## config.mk

```make
export PLATFORM = sky130hd
export DESIGN_NAME = store_rmw_unit_flat
export DESIGN_NICKNAME = d
export VERILOG_FILES = /design/src/rtl/riscv_mem_pkg.sv /design/src/rtl/store_rmw_unit_if.sv /design/src/rtl/store_merge.sv /design/src/rtl/store_rmw_unit.sv /design/src/flat_wrapper.sv
export SDC_FILE = /design/constraint.sdc
export NUM_CORES = 1
export LEC_CHECK = 0
export ABC_AREA = 1
export CAP_MARGIN = 0
export CORE_MARGIN = 2
export CORE_UTILIZATION = 48
export CTS_CLUSTER_SIZE = 25
export DETAILED_ROUTE_END_ITERATION = 8
export PLACE_DENSITY = 0.84
export SLEW_MARGIN = 20
export SYNTH_ARGS = -nofsm -noshare
export SYNTH_HDL_FRONTEND = slang
export SYNTH_SLANG_ARGS = --single-unit
```

## constraint.sdc

```tcl
create_clock -name CLK -period 2.5 [get_ports CLK]
set_input_delay 0.625 -clock CLK [delete_from_list [all_inputs] [get_ports CLK]]
set_output_delay 0.625 -clock CLK [all_outputs]
set_load 0.01 [all_outputs]
```

## src/rtl/riscv_mem_pkg.sv

```systemverilog
// Shared constants and types for the data-memory store path.
// Holds the store widths, the FSM encoding and the store legality check.
package riscv_mem_pkg;

  localparam int WORD_W    = 32;
  localparam int BYTE_W    = 8;
  localparam int NUM_LANES = WORD_W / BYTE_W;

  localparam logic [2:0] F3_SB = 3'b000;
  localparam logic [2:0] F3_SH = 3'b001;
  localparam logic [2:0] F3_SW = 3'b010;

  typedef enum logic [1:0] {
    IDLE  = 2'd0,
    READ  = 2'd1,
    WRITE = 2'd2,
    DONE  = 2'd3
  } state_e;

  // Legal width code and natural alignment for that width.
  function automatic logic store_legal(input logic [2:0] f3, input logic [1:0] a);
    case (f3)
      F3_SB:   return 1'b1;
      F3_SH:   return !a[0];
      F3_SW:   return a == 2'b00;
      default: return 1'b0;
    endcase
  endfunction

endpackage

```

## src/rtl/store_rmw_unit_if.sv

```systemverilog
// MEM-stage request side and word-memory side of the store unit.
// slave = the store unit, master = the pipeline/memory driving it.
interface store_rmw_if;
  import riscv_mem_pkg::*;

  logic              LOAD;
  logic              STORE;
  logic [2:0]        FUNCT3;
  logic [WORD_W-1:0] ADDRESS;
  logic [WORD_W-1:0] DATA_IN;
  logic              BUSYWAIT;
  logic              MISALIGNED;
  logic              MEM_READ;
  logic              MEM_WRITE;
  logic [WORD_W-1:0] MEM_ADDRESS;
  logic [WORD_W-1:0] MEM_WRITEDATA;
  logic [WORD_W-1:0] MEM_READDATA;
  logic              MEM_BUSYWAIT;

  modport slave (
    input  LOAD, STORE, FUNCT3, ADDRESS, DATA_IN, MEM_READDATA, MEM_BUSYWAIT,
    output BUSYWAIT, MISALIGNED, MEM_READ, MEM_WRITE, MEM_ADDRESS, MEM_WRITEDATA
  );

  modport master (
    output LOAD, STORE, FUNCT3, ADDRESS, DATA_IN, MEM_READDATA, MEM_BUSYWAIT,
    input  BUSYWAIT, MISALIGNED, MEM_READ, MEM_WRITE, MEM_ADDRESS, MEM_WRITEDATA
  );
endinterface

```

## src/rtl/store_merge.sv

```systemverilog
// Combinational byte-lane merge of store data into an old memory word.
// Each lane either keeps the old byte or takes the replicated store data.
module store_merge
  import riscv_mem_pkg::*;
(
  input  logic [WORD_W-1:0] old_word_i,
  input  logic [WORD_W-1:0] data_i,
  input  logic [2:0]        funct3_i,
  input  logic [1:0]        addr_lo_i,
  output logic [WORD_W-1:0] new_word_o
);

  logic [NUM_LANES-1:0]             be;
  logic [NUM_LANES-1:0][BYTE_W-1:0] old_l, rep_l, new_l;

  assign old_l = old_word_i;

  // Replicate the store data so lane l always finds its byte at rep_l[l].
  always_comb begin
    be    = '0;
    rep_l = data_i;
    case (funct3_i)
      F3_SB: begin
        be[addr_lo_i] = 1'b1;
        rep_l         = {NUM_LANES{data_i[BYTE_W-1:0]}};
      end
      F3_SH: begin
        be    = addr_lo_i[1] ? 4'b1100 : 4'b0011;
        rep_l = {2{data_i[2*BYTE_W-1:0]}};
      end
      F3_SW:   be = '1;
      default: be = '0;
    endcase
  end

  for (genvar l = 0; l < NUM_LANES; l++) begin : g_lane
    assign new_l[l] = be[l] ? rep_l[l] : old_l[l];
  end

  assign new_word_o = new_l;

endmodule

```

## src/rtl/store_rmw_unit.sv

```systemverilog
// SB/SH/SW store unit for a word-only data memory; sub-word stores do a
// read-modify-write and BUSYWAIT holds the pipeline until the write lands.
module store_rmw_unit
  import riscv_mem_pkg::*;
#(
  parameter bit SKIP_READ_ON_SW = 1'b1
) (
  input  logic       CLK,
  input  logic       RESET,
  store_rmw_if.slave bus
);

  state_e            state_q;
  logic [WORD_W-1:0] addr_q, data_q, wdata_q, wdata_d;
  logic [2:0]        f3_q;
  logic              req, legal, req_ok, skip_rd;

  assign req     = bus.STORE && !bus.LOAD && (state_q == IDLE);
  assign legal   = store_legal(bus.FUNCT3, bus.ADDRESS[1:0]);
  assign req_ok  = req && legal;
  assign skip_rd = SKIP_READ_ON_SW && (bus.FUNCT3 == F3_SW);

  store_merge u_merge (
    .old_word_i (bus.MEM_READDATA),
    .data_i     (data_q),
    .funct3_i   (f3_q),
    .addr_lo_i  (addr_q[1:0]),
    .new_word_o (wdata_d)
  );

  // wdata_q is preloaded with DATA_IN so a skipped-read SW writes it directly.
  always_ff @(posedge CLK) begin
    if (RESET) begin
      state_q <= IDLE;
      addr_q  <= '0;
      data_q  <= '0;
      wdata_q <= '0;
      f3_q    <= F3_SB;
    end else begin
      case (state_q)
        IDLE: if (req_ok) begin
          addr_q  <= bus.ADDRESS;
          data_q  <= bus.DATA_IN;
          f3_q    <= bus.FUNCT3;
          wdata_q <= bus.DATA_IN;
          state_q <= skip_rd ? WRITE : READ;
        end
        READ: if (!bus.MEM_BUSYWAIT) begin
          wdata_q <= wdata_d;
          state_q <= WRITE;
        end
        WRITE:   if (!bus.MEM_BUSYWAIT) state_q <= DONE;
        DONE:    state_q <= IDLE;
        default: state_q <= IDLE;
      endcase
    end
  end

  // Reset is synchronous, so outputs are gated to read as cleared in the reset cycle itself.
  assign bus.BUSYWAIT      = !RESET && (req_ok || state_q == READ || state_q == WRITE);
  assign bus.MISALIGNED    = !RESET && req && !legal;
  assign bus.MEM_READ      = !RESET && (state_q == READ);
  assign bus.MEM_WRITE     = !RESET && (state_q == WRITE);
  assign bus.MEM_ADDRESS   = RESET ? '0 : {addr_q[WORD_W-1:2], 2'b00};
  assign bus.MEM_WRITEDATA = RESET ? '0 : wdata_q;

endmodule

```

## src/flat_wrapper.sv

```systemverilog
// flat-port wrapper written by rule: the top's interface ports become plain ports
module store_rmw_unit_flat import riscv_mem_pkg::*;
#(
  parameter bit SKIP_READ_ON_SW = 1'b1
)
  (CLK, RESET, bus_LOAD, bus_STORE, bus_FUNCT3, bus_ADDRESS, bus_DATA_IN, bus_MEM_READDATA, bus_MEM_BUSYWAIT, bus_BUSYWAIT, bus_MISALIGNED, bus_MEM_READ, bus_MEM_WRITE, bus_MEM_ADDRESS, bus_MEM_WRITEDATA);
  store_rmw_if bus_i ();
  input  logic CLK;
  input  logic RESET;
  input wire logic [$bits(bus_i.LOAD)-1:0] bus_LOAD;
  input wire logic [$bits(bus_i.STORE)-1:0] bus_STORE;
  input wire logic [$bits(bus_i.FUNCT3)-1:0] bus_FUNCT3;
  input wire logic [$bits(bus_i.ADDRESS)-1:0] bus_ADDRESS;
  input wire logic [$bits(bus_i.DATA_IN)-1:0] bus_DATA_IN;
  input wire logic [$bits(bus_i.MEM_READDATA)-1:0] bus_MEM_READDATA;
  input wire logic [$bits(bus_i.MEM_BUSYWAIT)-1:0] bus_MEM_BUSYWAIT;
  output wire logic [$bits(bus_i.BUSYWAIT)-1:0] bus_BUSYWAIT;
  output wire logic [$bits(bus_i.MISALIGNED)-1:0] bus_MISALIGNED;
  output wire logic [$bits(bus_i.MEM_READ)-1:0] bus_MEM_READ;
  output wire logic [$bits(bus_i.MEM_WRITE)-1:0] bus_MEM_WRITE;
  output wire logic [$bits(bus_i.MEM_ADDRESS)-1:0] bus_MEM_ADDRESS;
  output wire logic [$bits(bus_i.MEM_WRITEDATA)-1:0] bus_MEM_WRITEDATA;
  assign bus_i.LOAD = bus_LOAD;
  assign bus_i.STORE = bus_STORE;
  assign bus_i.FUNCT3 = bus_FUNCT3;
  assign bus_i.ADDRESS = bus_ADDRESS;
  assign bus_i.DATA_IN = bus_DATA_IN;
  assign bus_i.MEM_READDATA = bus_MEM_READDATA;
  assign bus_i.MEM_BUSYWAIT = bus_MEM_BUSYWAIT;
  assign bus_BUSYWAIT = bus_i.BUSYWAIT;
  assign bus_MISALIGNED = bus_i.MISALIGNED;
  assign bus_MEM_READ = bus_i.MEM_READ;
  assign bus_MEM_WRITE = bus_i.MEM_WRITE;
  assign bus_MEM_ADDRESS = bus_i.MEM_ADDRESS;
  assign bus_MEM_WRITEDATA = bus_i.MEM_WRITEDATA;
  store_rmw_unit #(.SKIP_READ_ON_SW(SKIP_READ_ON_SW)) u_core (.CLK(CLK), .RESET(RESET), .bus(bus_i));
endmodule
```

# == Word-level counts from Yosys, hierarchy flattened ==
# Index checks and enable logic that the tools add are counted.
# word_totals
out_inout_bits,68
reg_bits,101
in_bits,104
wordCells,60
# classes
n_eq_ne,10
order_cmp,2
muxes,20
reduce_logical,23
# ops
operator,n
$mux 32,4
$pmux 32 s2,2
$mux 8,4
$pmux 4 s3,1
$logic_and 1x1->1,9
$mux 2,4
$pmux 2 s4,1
$eq 3x1->1 const B,2
$eq 3x2->1 const B,2
$logic_not 3->1,2
$reduce_and 3->1,2
$eq 2x2->1 const B,2
$logic_not 1->1,4
$logic_not 2->1,2
$mux 4,1
$ne 2x2->1 const B,2
$lt 2x3->1 const B,1
$pmux 1 s3,1
$demux 1 s2,1
$eq 2x1->1 const B,1
$ge 2x1->1 const B,1
$logic_or 1x1->1,2
$ne 2x1->1 const B,1
$reduce_and 2->1,1
2 further kinds,2

# == Longest topological paths before layout ==
# depth
word_depth,8
mapped_depth,11
depth_no_buf,10

# == Modules after synthesis ==
# Synthesis repeated with hierarchy kept, for this count alone.
# unflattened
cells_unflattened,911
area_unflattened_um2,5596.6
# modules_own_cells
module,cells_per_inst,seq_area_each_um2,area_each_um2,instances
store_rmw_unit,709,2021.9,4603.2,1
store_merge,202,0.0,993.5,1

# == Worst setup path before layout ==
# No wires, ideal clock.
# synth_path
kind,input to output
startpoint,input port bus_FUNCT3[1]
endpoint,output port bus_BUSYWAIT
arrival_ns,1.630
required_ns,1.875
path_stages,6
slack_ns,0.245
path_buffers,3
cell_sequence,o21ai_1 > nand4_4 > buf_6 > buf_6 > buf_6 > a31oi_1
# synth_between
elab_chain_cells,6
word_cells_on_any_way,8
cone_classes,eq/ne (2); mux (1); reduce/logical (5)
# synth_rtl
element,line,rtl
"start, declared",flat_wrapper.sv:12,input wire logic [$bits(bus_i.FUNCT3)-1:0] bus_FUNCT3;
$eq 3x2->1 (tied with other cells),riscv_mem_pkg.sv:22,case (f3)
$pmux 1 s3 *,riscv_mem_pkg.sv:22,
$logic_and 1x1->1 *,store_rmw_unit.sv:20,assign req_ok = req && legal;
$logic_or 1x1->1 * (2 in a row),store_rmw_unit.sv:60,assign bus.BUSYWAIT = !RESET && (req_ok || state_q == READ || state_q == WRITE);
$logic_and 1x1->1 *,store_rmw_unit.sv:60,
"end, declared",flat_wrapper.sv:17,output wire logic [$bits(bus_i.BUSYWAIT)-1:0] bus_BUSYWAIT;
# Every way passes the cells marked *; elsewhere a longest branch is shown, timed or not.

# == Worst setup path in the final report ==
# layout_path
startpoint,input port RESET
endpoint,output port bus_MEM_WRITEDATA[30]
# layout_between
elab_chain_cells,1
# layout_rtl
element,line,rtl
"start, declared",flat_wrapper.sv:9,input logic RESET;
$mux 32,store_rmw_unit.sv:65,assign bus.MEM_WRITEDATA = RESET ? '0 : wdata_q;
"end, declared",flat_wrapper.sv:22,output wire logic [$bits(bus_i.MEM_WRITEDATA)-1:0] bus_MEM_WRITEDATA;
# No other way between the ends.

==> flow_summary.yaml <==
status:
  status: "finished, final reports clean"
synthesis:
  synth-main-ff-cell: "dfxtp_1"
  synth-compound-area-share_pct: 11.0
  synthDistinctLibCells: 26
  synthArstFlopShare_pct: 0
  yosysTopAreaCell: "dfxtp_1"
  synth_area_um2: 5660
  synth_top_area_share_pct: 35.7
  synthXorXnorAreaFrac_pct: 0
  synthAdderAreaFrac_pct: 0.663
  synth_most_common_cell: "nor2_1"
  synthCells: 927
  synthTopCellsByArea: "dfxtp_1 (36%), nor2_1 (16%), nand2_1 (12%)"
  synth_edf_count: 0
  synth_common_cells: "nor2_1 (246), nand2_1 (178), inv_1 (107)"
  ys_ff_latch: 101
  seq_area_frac_synth_pct: 35.7
  synthMuxAreaShare_pct: 0
  synth_top_family_by_area: "simple AND/OR/NAND/NOR gates"
  ys_warn_count: 0
  yosys.area_share.simple_pct: 39.7
  syn_area_per_cell_um2: 6.10
die:
  placeableCoreArea_um2: 11500
  fp.dieH_um: 113
  initial_core_util_pct: 49.4
  fp.dieW_um: 113
  io_pins: 172
  die-area_um2: 12700
  fp-row-count: 39
global_routing:
  grt_pass1_vias: 5857
  gr-usage-all-layers_pct: 26.9
  grt_pass1_wl_um: 28000
  grt_max_degree: 101
  grt.overflow.total: 0
  antenna_found_initial: 0
sta:
  post-route-min-period_ns: 2.38
  worstMarginPinSlew_ns: 0.911
  rsz0062_at_grt: "false"
  setup_viol: 0
  timing.fmax_mhz: 420
  finalClockSkew_ns: 0.00787
  min_period_over_period_pct: 95.3
  relSlewSlack_pct: 39.3
  hold_violations: 0
  slew_viol_final: 0
placement:
  place_area_um2: 7450
  port_buffers: 169
  hpwl_um: 12000
  gp_congestion: 0.949
clocking:
  cts_buffer_depth: 2
  h-tree-depth: 3
  clkLatencyLatePin_ns: 0.34
  postCtsSetupBuffers: 0
  numCtsBuffers: 9
  path_clk_slew_ns: 0.07
  cts_tree: "yes"
  cts_root_buf: "clkbuf_16"
  ctsHoldBuffers: 0
  clock-sinks: 101
pwr:
  power.total_mw: 4.83
  p_leak_nw: 3.54
  ir_drop_uv: 332
  p_per_area_nw_per_um2: 624
worst_setup_path:
  cp_max_fo: 27
  crit_family: "buffers and inverters"
  reg2reg_depth: 9
  reg2reg_from: "u_core.state_q[0]$_SDFFE_PP0P_"
  crit_buf_inv: 3
  crit_start: "RESET"
  critPathSlowestCell: "clkdlybuf4s50_1"
  endpoint_kind: "output pin"
  reg2reg_slack_ns: 0.36
  crit_type: "input pin to output pin"
  crit_cells: 4
  crit_arrival_ns: 1.76
  start_kind: "input pin"
  max_stage_delay_ns: 0.57
  crit_end: "bus_MEM_WRITEDATA[30]"
  crit_chain: "buf_2 -> buf_4 -> nor2_1 -> clkdlybuf4s50_1"
  rr_endpoint: "u_core.addr_q[22]$_SDFFE_PP0P_"
  critical_path_required_ns: 1.88
drt:
  drt-vias-per-instance: 5.08
  routed_wl_um: 16800
  vias: 6220
  post_drt_wl_per_cell_um: 13.7
  drc: 0
  dr.pass1.iters: 8
  drt-initial-drc-count: 400
  ant_nets: 0
cells_and_area:
  final_area_um2: 7740
  n_antenna_cell: 0
  drive_above_1_share_pct: 6.47
  fin_nets: 1184
  area_growth_syn_to_layout_pct: 36.7
flow_run:
  drv_cap: 0
worst_hold_path:
  min_path_type: "flop to flop"
registers in the layout, summed over array words and instances (netlist names):
| name | cells |
|---|---|
| u_core.data_q | 32 |
| u_core.addr_q | 32 |
| u_core.wdata_q | 32 |
| u_core.f3_q | 3 |
| u_core.state_q | 2 |
where the power goes:
part	internal [mW]	switching [mW]
Clock	0.713	0.643
Sequential	1.76	0.0553
Combinational	0.671	0.980
Total	3.15	1.68
cell usage in the layout (no fill, tap or decap), drive strengths merged:
cell	instances
nor2	252
nand2	182
clkdlybuf4s50	164
inv	114
dfxtp	101
o21ai	79
nand3	68
a21oi	44
buf	28
nand4	25
clkbuf	12
ha	3
dlygate4sd2	3
conb	2
clkinvlp	2
a31oi	1
or2	1
clkinv	1
worst min-delay path by stage:
stage | startpoint | end | cells after the start
2_1_floorplan | u_core.addr_q[10]$_SDFFE_PP0P_ | u_core.addr_q[10]$_SDFFE_PP0P_ | 2
3_3_place_gp | u_core.addr_q[16]$_SDFFE_PP0P_ | u_core.addr_q[16]$_SDFFE_PP0P_ | 2
3_5_place_dp | u_core.addr_q[16]$_SDFFE_PP0P_ | u_core.addr_q[16]$_SDFFE_PP0P_ | 2
4_1_cts | u_core.addr_q[16]$_SDFFE_PP0P_ | u_core.addr_q[16]$_SDFFE_PP0P_ | 2
5_1_grt | u_core.addr_q[20]$_SDFFE_PP0P_ | u_core.addr_q[20]$_SDFFE_PP0P_ | 2
6_report | u_core.addr_q[7]$_SDFFE_PP0P_ | u_core.addr_q[7]$_SDFFE_PP0P_ | 2
cell families (layout without fill, tap and decap cells):
kind of cell,after synthesis,count (layout)
adder cells (fa/ha/maj),3,3
buffers and inverters,170,324
AO/OA/AOI/OAI,124,124
AND/OR/NAND/NOR,528,528
flip-flops,101,101
other,1,2
cell type report:
type                            instances  area, um^2
Clock inverter                          5        41.3
Inverter                              112         420
Sequential cell                       101        2020
Timing Repair Buffer                  196        1910
Clock buffer                           11         243
Tap cell                              143         179
Multi-Input combinational cell        657        2920
Fill cell                            1016        3730
worst register-to-register path: stages, from the launching register on:
cell and delay [ns]:
dfxtp_1 0.35, inv_1 0.07, ha_1 0.22, nand2_1 0.11
nor2_4 0.05, nand4_4 0.09, buf_4 0.43, buf_6 0.40
o21ai_0 0.18, a21oi_1 0.19
through the flow:
step,util [%],hold slack [ns],setup slack (ns),std cells,TNS [ns]
floorplan,-,0.430,0.245,928,0
detailed placement,64.9,0.446,-0.416,1209,-10.63
global route,67.5,0.468,0.0301,1225,0
CTS,67.5,0.458,0.00360,1225,0
finish,67.5,0.456,0.118,1225,0
global placement,64.9,0.441,-0.408,1209,-7.93
timing repair:
action,4_1_cts,5_1_grt
endpoints found under the setup margin,2,9
gates resized for setup,8,3
pin swaps,0,0
routing by layer:
metal / share of wire (%) / global-route usage, % / wire (um) / vias to the layer above
li1: - / - / - / 3176
met1: 41 / 33.2 / 6850 / 2701
met2: 45 / 44.9 / 7650 / 304
met3: 11 / 7.67 / 1890 / 39
met4: 2.5 / 9.43 / 425 / 0
met5: 0 / 0 / 0 / -
Power figures use the tool's default switching activity.
